$ cat src/rtl/apb_master_bridge_if.sv
// Signal bundle between the APB master bridge, its requester and the UART APB slave.
// The master modport is the bridge's view; slave is the environment's view.
interface apb_master_bridge_if;
  logic        req_valid;
  logic        req_ready;
  logic        req_write;
  logic [31:0] req_addr;
  logic [7:0]  req_wdata;
  logic        rsp_valid;
  logic [7:0]  rsp_rdata;
  logic        rsp_err;
  logic        psel;
  logic        penable;
  logic        pwrite;
  logic [31:0] paddr;
  logic [7:0]  pwdata;
  logic [7:0]  prdata;
  logic        pready;
  logic        pwakeup;

  modport master (
    input  req_valid, req_write, req_addr, req_wdata, prdata, pready, pwakeup,
    output req_ready, rsp_valid, rsp_rdata, rsp_err, psel, penable, pwrite, paddr, pwdata
  );

  modport slave (
    output req_valid, req_write, req_addr, req_wdata, prdata, pready, pwakeup,
    input  req_ready, rsp_valid, rsp_rdata, rsp_err, psel, penable, pwrite, paddr, pwdata
  );
endinterface

$ cat src/rtl/apb_master_bridge.sv
// Single-request APB master bridge: waits for slave wakeup, runs one APB transfer,
// and returns a one-cycle response strobe with a timeout error flag.
module apb_master_bridge #(
  parameter int unsigned TIMEOUT   = 64,
  parameter int unsigned WAKE_WAIT = 16
) (
  input logic                 pclk,
  input logic                 rst,
  apb_master_bridge_if.master bus
);

  localparam logic [2:0] S_IDLE   = 3'd0;
  localparam logic [2:0] S_WAKE   = 3'd1;
  localparam logic [2:0] S_SETUP  = 3'd2;
  localparam logic [2:0] S_ACCESS = 3'd3;
  localparam logic [2:0] S_RESP   = 3'd4;

  // One counter serves both WAKE and ACCESS, so it is sized for the longer wait.
  localparam int unsigned CNT_MAX = (TIMEOUT > WAKE_WAIT) ? TIMEOUT : WAKE_WAIT;
  localparam int unsigned CNT_W   = $clog2(CNT_MAX + 1);
  localparam logic [CNT_W-1:0] CNT_SAT   = {CNT_W{1'b1}};
  localparam logic [CNT_W-1:0] ACC_LAST  = CNT_W'(TIMEOUT - 1);
  localparam logic [CNT_W-1:0] WAKE_LAST = CNT_W'(WAKE_WAIT - 1);

  logic [2:0]       state_q, state_d;
  logic [CNT_W-1:0] cnt_q, cnt_d;
  logic             write_q, write_d;
  logic [31:0]      addr_q, addr_d;
  logic [7:0]       wdata_q, wdata_d;
  logic             err_q, err_d;
  logic [7:0]       rdata_q, rdata_d;
  logic             apb_active;

  always_comb begin
    // NOTE: every next-state signal takes its held value first so no path infers a latch.
    state_d = state_q;
    cnt_d   = cnt_q;
    write_d = write_q;
    addr_d  = addr_q;
    wdata_d = wdata_q;
    err_d   = err_q;
    rdata_d = rdata_q;

    case (state_q)
      S_IDLE: begin
        if (bus.req_valid) begin
          write_d = bus.req_write;
          addr_d  = bus.req_addr;
          wdata_d = bus.req_wdata;
          state_d = bus.pwakeup ? S_SETUP : S_WAKE;
        end
      end
      S_WAKE: begin
        if (bus.pwakeup) begin
          state_d = S_SETUP;
        end else if (cnt_q >= WAKE_LAST) begin
          state_d = S_RESP;
          err_d   = 1'b1;
          rdata_d = 8'h00;
        end
      end
      S_SETUP: state_d = S_ACCESS;
      S_ACCESS: begin
        // pready is tested before the timeout so a last-cycle ready still completes cleanly.
        if (bus.pready) begin
          state_d = S_RESP;
          err_d   = 1'b0;
          rdata_d = write_q ? 8'h00 : bus.prdata;
        end else if (cnt_q >= ACC_LAST) begin
          state_d = S_RESP;
          err_d   = 1'b1;
          rdata_d = 8'h00;
        end
      end
      S_RESP:  state_d = S_IDLE;
      default: state_d = S_IDLE;
    endcase

    if (state_d != state_q) begin
      cnt_d = '0;
    end else if (cnt_q != CNT_SAT) begin
      cnt_d = cnt_q + CNT_W'(1);
    end
  end

  always_ff @(posedge pclk) begin
    // NOTE: state registers use non-blocking assignments so every flop samples pre-edge values.
    if (rst) begin
      state_q <= S_IDLE;
      cnt_q   <= '0;
      write_q <= 1'b0;
      addr_q  <= '0;
      wdata_q <= '0;
      err_q   <= 1'b0;
      rdata_q <= '0;
    end else begin
      state_q <= state_d;
      cnt_q   <= cnt_d;
      write_q <= write_d;
      addr_q  <= addr_d;
      wdata_q <= wdata_d;
      err_q   <= err_d;
      rdata_q <= rdata_d;
    end
  end

  assign apb_active = (state_q == S_SETUP) || (state_q == S_ACCESS);

  assign bus.req_ready = (state_q == S_IDLE) && !rst;
  assign bus.psel      = apb_active;
  assign bus.penable   = (state_q == S_ACCESS);
  assign bus.pwrite    = apb_active && write_q;
  assign bus.paddr     = apb_active ? addr_q : 32'h0;
  assign bus.pwdata    = apb_active ? wdata_q : 8'h00;
  assign bus.rsp_valid = (state_q == S_RESP);
  assign bus.rsp_err   = (state_q == S_RESP) && err_q;
  assign bus.rsp_rdata = rdata_q;

endmodule

$ cat src/flat_wrapper.sv
// flat-port wrapper written by rule: the top's interface ports become plain ports
module apb_master_bridge_flat 
#(
  parameter int unsigned TIMEOUT   = 64,
  parameter int unsigned WAKE_WAIT = 16
)
  (pclk, rst, bus_req_valid, bus_req_write, bus_req_addr, bus_req_wdata, bus_prdata, bus_pready, bus_pwakeup, bus_req_ready, bus_rsp_valid, bus_rsp_rdata, bus_rsp_err, bus_psel, bus_penable, bus_pwrite, bus_paddr, bus_pwdata);
  apb_master_bridge_if bus_i ();
  input logic pclk;
  input logic rst;
  input wire logic [$bits(bus_i.req_valid)-1:0] bus_req_valid;
  input wire logic [$bits(bus_i.req_write)-1:0] bus_req_write;
  input wire logic [$bits(bus_i.req_addr)-1:0] bus_req_addr;
  input wire logic [$bits(bus_i.req_wdata)-1:0] bus_req_wdata;
  input wire logic [$bits(bus_i.prdata)-1:0] bus_prdata;
  input wire logic [$bits(bus_i.pready)-1:0] bus_pready;
  input wire logic [$bits(bus_i.pwakeup)-1:0] bus_pwakeup;
  output wire logic [$bits(bus_i.req_ready)-1:0] bus_req_ready;
  output wire logic [$bits(bus_i.rsp_valid)-1:0] bus_rsp_valid;
  output wire logic [$bits(bus_i.rsp_rdata)-1:0] bus_rsp_rdata;
  output wire logic [$bits(bus_i.rsp_err)-1:0] bus_rsp_err;
  output wire logic [$bits(bus_i.psel)-1:0] bus_psel;
  output wire logic [$bits(bus_i.penable)-1:0] bus_penable;
  output wire logic [$bits(bus_i.pwrite)-1:0] bus_pwrite;
  output wire logic [$bits(bus_i.paddr)-1:0] bus_paddr;
  output wire logic [$bits(bus_i.pwdata)-1:0] bus_pwdata;
  assign bus_i.req_valid = bus_req_valid;
  assign bus_i.req_write = bus_req_write;
  assign bus_i.req_addr = bus_req_addr;
  assign bus_i.req_wdata = bus_req_wdata;
  assign bus_i.prdata = bus_prdata;
  assign bus_i.pready = bus_pready;
  assign bus_i.pwakeup = bus_pwakeup;
  assign bus_req_ready = bus_i.req_ready;
  assign bus_rsp_valid = bus_i.rsp_valid;
  assign bus_rsp_rdata = bus_i.rsp_rdata;
  assign bus_rsp_err = bus_i.rsp_err;
  assign bus_psel = bus_i.psel;
  assign bus_penable = bus_i.penable;
  assign bus_pwrite = bus_i.pwrite;
  assign bus_paddr = bus_i.paddr;
  assign bus_pwdata = bus_i.pwdata;
  apb_master_bridge #(.TIMEOUT(TIMEOUT), .WAKE_WAIT(WAKE_WAIT)) u_core (.pclk(pclk), .rst(rst), .bus(bus_i));
endmodule
$ cat config.mk
export PLATFORM = sky130hd
export DESIGN_NAME = apb_master_bridge_flat
export DESIGN_NICKNAME = d
export VERILOG_FILES = /design/src/rtl/apb_master_bridge_if.sv /design/src/rtl/apb_master_bridge.sv /design/src/flat_wrapper.sv
export SDC_FILE = /design/constraint.sdc
export NUM_CORES = 1
export LEC_CHECK = 0
export CORE_MARGIN = 1.5
export CORE_UTILIZATION = 45
export CTS_CLUSTER_DIAMETER = 150
export DETAILED_ROUTE_END_ITERATION = 6
export PLACE_DENSITY = 0.92
export SLEW_MARGIN = 20
export SYNTH_ARGS = -nofsm -noshare
export SYNTH_HDL_FRONTEND = slang
export SYNTH_SLANG_ARGS = --single-unit
export TNS_END_PERCENT = 30
$ cat constraint.sdc
create_clock -name pclk -period 4.3 [get_ports pclk]
set_clock_uncertainty 0.05 [all_clocks]
set_input_delay 0.86 -clock pclk [delete_from_list [all_inputs] [get_ports pclk]]
set_output_delay 0.86 -clock pclk [all_outputs]
set_load 0.01 [all_outputs]
==> impl_metrics.ini <==
[synth]
yosysWarningCount = 0
synth_fa_ha_area_share_pct = 0.486
ys_types = 34
ys_ff_latch = 60
muxShareOfSynthArea_pct = 0.389
synth-xor-area-share_pct = 0.340
synth.avg_cell_area_um2 = 8.02
synth_top_area_share_pct = 46.7
syn_area_um2 = 2570
synth_fp_nets = 376
netlist_instances = 321
synth-seq-area-share_pct = 46.7
ys_top_cells_by_area = dfxtp_1 47%, nand2_1 12%, and2_1 10%
synth-simple-area-share_pct = 30.8
synth_top_area_cell = dfxtp_1
synth_top_family_by_area = simple AND/OR/NAND/NOR gates
synth_compound_area_share_pct = 17.5

[sta]
hold_violations = 0
setup_slack_ns = 0.957
fin_crit_sh_pct = 77.7
whs_ns = 0.401
max_freq_mhz = 299
rsz0062_at_grt = no
fin_crit_ns = 3.34
setup-tns-final_ns = 0
slew_violations = 0
setup_viol = 0
worstMarginPinSlew_ns = 0.902
slew_headroom_pct = 39.4

[clocking]
hold_buffers = 0
clk_pin_slew_ns = 0.06
root_buffer = clkbuf_8
clockBufferDepth = 2
cts_resized = 0
cts_tree = yes
insertion_delay_ns = 0.32
clock-sinks = 60
post-cts-setup-buffer-count = 0
cts_buffers = 9
cts-htree-levels = 3

[placement]
post-place-ws_ns = 0.967
post_dp_cell_area_um2 = 3670
routabilityCongestion = 0.834
port_buffers = 107
place_hpwl_um = 4510

[layout]
finalInstanceArea_um2 = 3860
fillers = 442
final_cell_mix = 106 x clkdlybuf4s50_1, 85 x nand2_1, 60 x dfxtp_1, 47 x a21oi_1, 42 x and2_1
area_delta_synth_final_pct = 50.1
nets = 476
layout_commonest_cell = clkdlybuf4s50_1
drive_above_1_share_pct = 6.13
insertedDiodeCount = 0

[die]
start_util_pct = 46.7
die_h_um = 78.6
ios = 108
fp.dieW_um = 78.6
rows = 27
core-area_um2 = 5510
dieArea_um2 = 6180

[global_routing]
grt_pass1_vias = 2526
grt_max_degree = 46
grtUsageTotal_pct = 22.5
grt_first_pass_wirelength_um = 11100
antenna_found_initial = 0
grt-ovfl-total = 0

[flow_run]
cap_violations = 0

[critical_path]
crit_buf_inv = 2
cpPeakStageDelay_ns = 0.57
cpMaxStageDelayCell = clkdlybuf4s50_1
path_cells = buf_2, or2_2, nor3_1, clkdlybuf4s50_1
crit_family = buffers and inverters
worstPathRequired_ns = 3.39
critPathKind = input pin to primary output
start_kind = input pin
path_max_fanout = 45
critPathCaptureType = primary output
worstPathArrival_ns = 2.43

[hold_path]
hp-class = flip-flop to flip-flop

[routing]
viasPerCell = 5.15
ant_nets = 0
routed-wl-met2_um = 3330
dr.pass1.iters = 4
wirelength_um = 6720
wl_met3_um = 426
highest_layer = met4
met1Wirelength_um = 2840
first_iter_violations = 174
vias = 2554
wire_per_inst_um = 13.5
drc = 0

[run_status]
status = completed

[power]
power_density_nw_per_um2 = 345
p_leak_nw = 1.44
vdd_drop_max_mv = 0.220
## tightest hold or removal path: stages, from the launching register on
cell	delay (ns)
dfxtp_1	0.31
nand2_1	0.05
a21oi_1	0.05
## metrics by stage
stage               std cells  utilization, %  total power, W
CTS                       496            70.1         0.00134
finish                    496            70.1         0.00133
floorplan                 321               -        0.000741
global placement          482            66.7        0.000841
global route              496            70.1         0.00140
detailed placement        482            66.7        0.000849
## power breakdown
| group | internal, W | switching, W | total [W] |
|---|---|---|---|
| Sequential | 0.000591 | 0.0000227 | 0.000614 |
| Combinational | 0.000112 | 0.000111 | 0.000223 |
| Clock | 0.000292 | 0.000204 | 0.000496 |
## cell usage after synthesis (all sizes together)
| master | count |
|---|---|
| a2111oi | 1 |
| a211oi | 1 |
| a21o | 2 |
| a21oi | 47 |
| a221oi | 1 |
| a22o | 8 |
| a31oi | 3 |
| and2 | 42 |
| and2b | 1 |
| and3 | 3 |
| and4bb | 3 |
| buf | 1 |
| clkbuf | 20 |
| dfxtp | 60 |
| ha | 1 |
| inv | 5 |
| mux2i | 1 |
| nand2 | 85 |
| nand2b | 2 |
| nand3 | 3 |
| nand4 | 3 |
| nor2 | 6 |
| nor2b | 1 |
| nor3 | 4 |
| nor3b | 3 |
| o2111a | 1 |
| o211ai | 2 |
| o21a | 1 |
| o21ai | 5 |
| or2 | 2 |
| or3 | 1 |
| or4 | 1 |
| xor2 | 1 |
## final cells by class
cell class	count	area, µm²	share of cell area (%)
flip-flops and latches	60	1200	31.1
well taps	72	90.1	2.33
repair buffers	110	1090	28.2
multi-input cells	235	1270	33.0
clock buffers	12	155	4.02
clock inverters	2	35.0	0.907
inverters	5	18.8	0.486
## final timing paths
kind,start,end,slack (ns),cells past startpoint
worst max-delay path,rst,bus_req_ready,0.96,4
worst min-delay path,u_core.wdata_q[0]$_SDFFE_PP0P_,u_core.wdata_q[0]$_SDFFE_PP0P_,0.40,2
worst max register to register,u_core.state_q[1]$_SDFF_PP0_,u_core.bus.rsp_rdata[6]$_SDFFE_PP0P_,2.08,5
worst min register to register,u_core.wdata_q[0]$_SDFFE_PP0P_,u_core.wdata_q[0]$_SDFFE_PP0P_,0.40,2
## routing by layer
layer	global-route usage [%]	vias up
li1	-	1269
met1	25.2	1181
met2	40.0	93
met3	5.70	11
met4	9.46	0
met5	0	-
## registers in the layout (all words and copies together) (netlist names)
signal / cells
u_core.write_q: 1
u_core.bus.rsp_rdata: 8
u_core.cnt_q: 7
u_core.err_q: 1
u_core.wdata_q: 8
u_core.addr_q: 32
u_core.state_q: 3
## kinds of logic after synthesis
kind of cell             after synthesis
buffers and inverters                 26
AO/OA/AOI/OAI                         72
multiplexers                           1
XOR/XNOR                               1
flip-flops                            60
adder cells (fa/ha/maj)                1
AND/OR/NAND/NOR                      160
No activity file was read; power rests on OpenSTA's default activity.
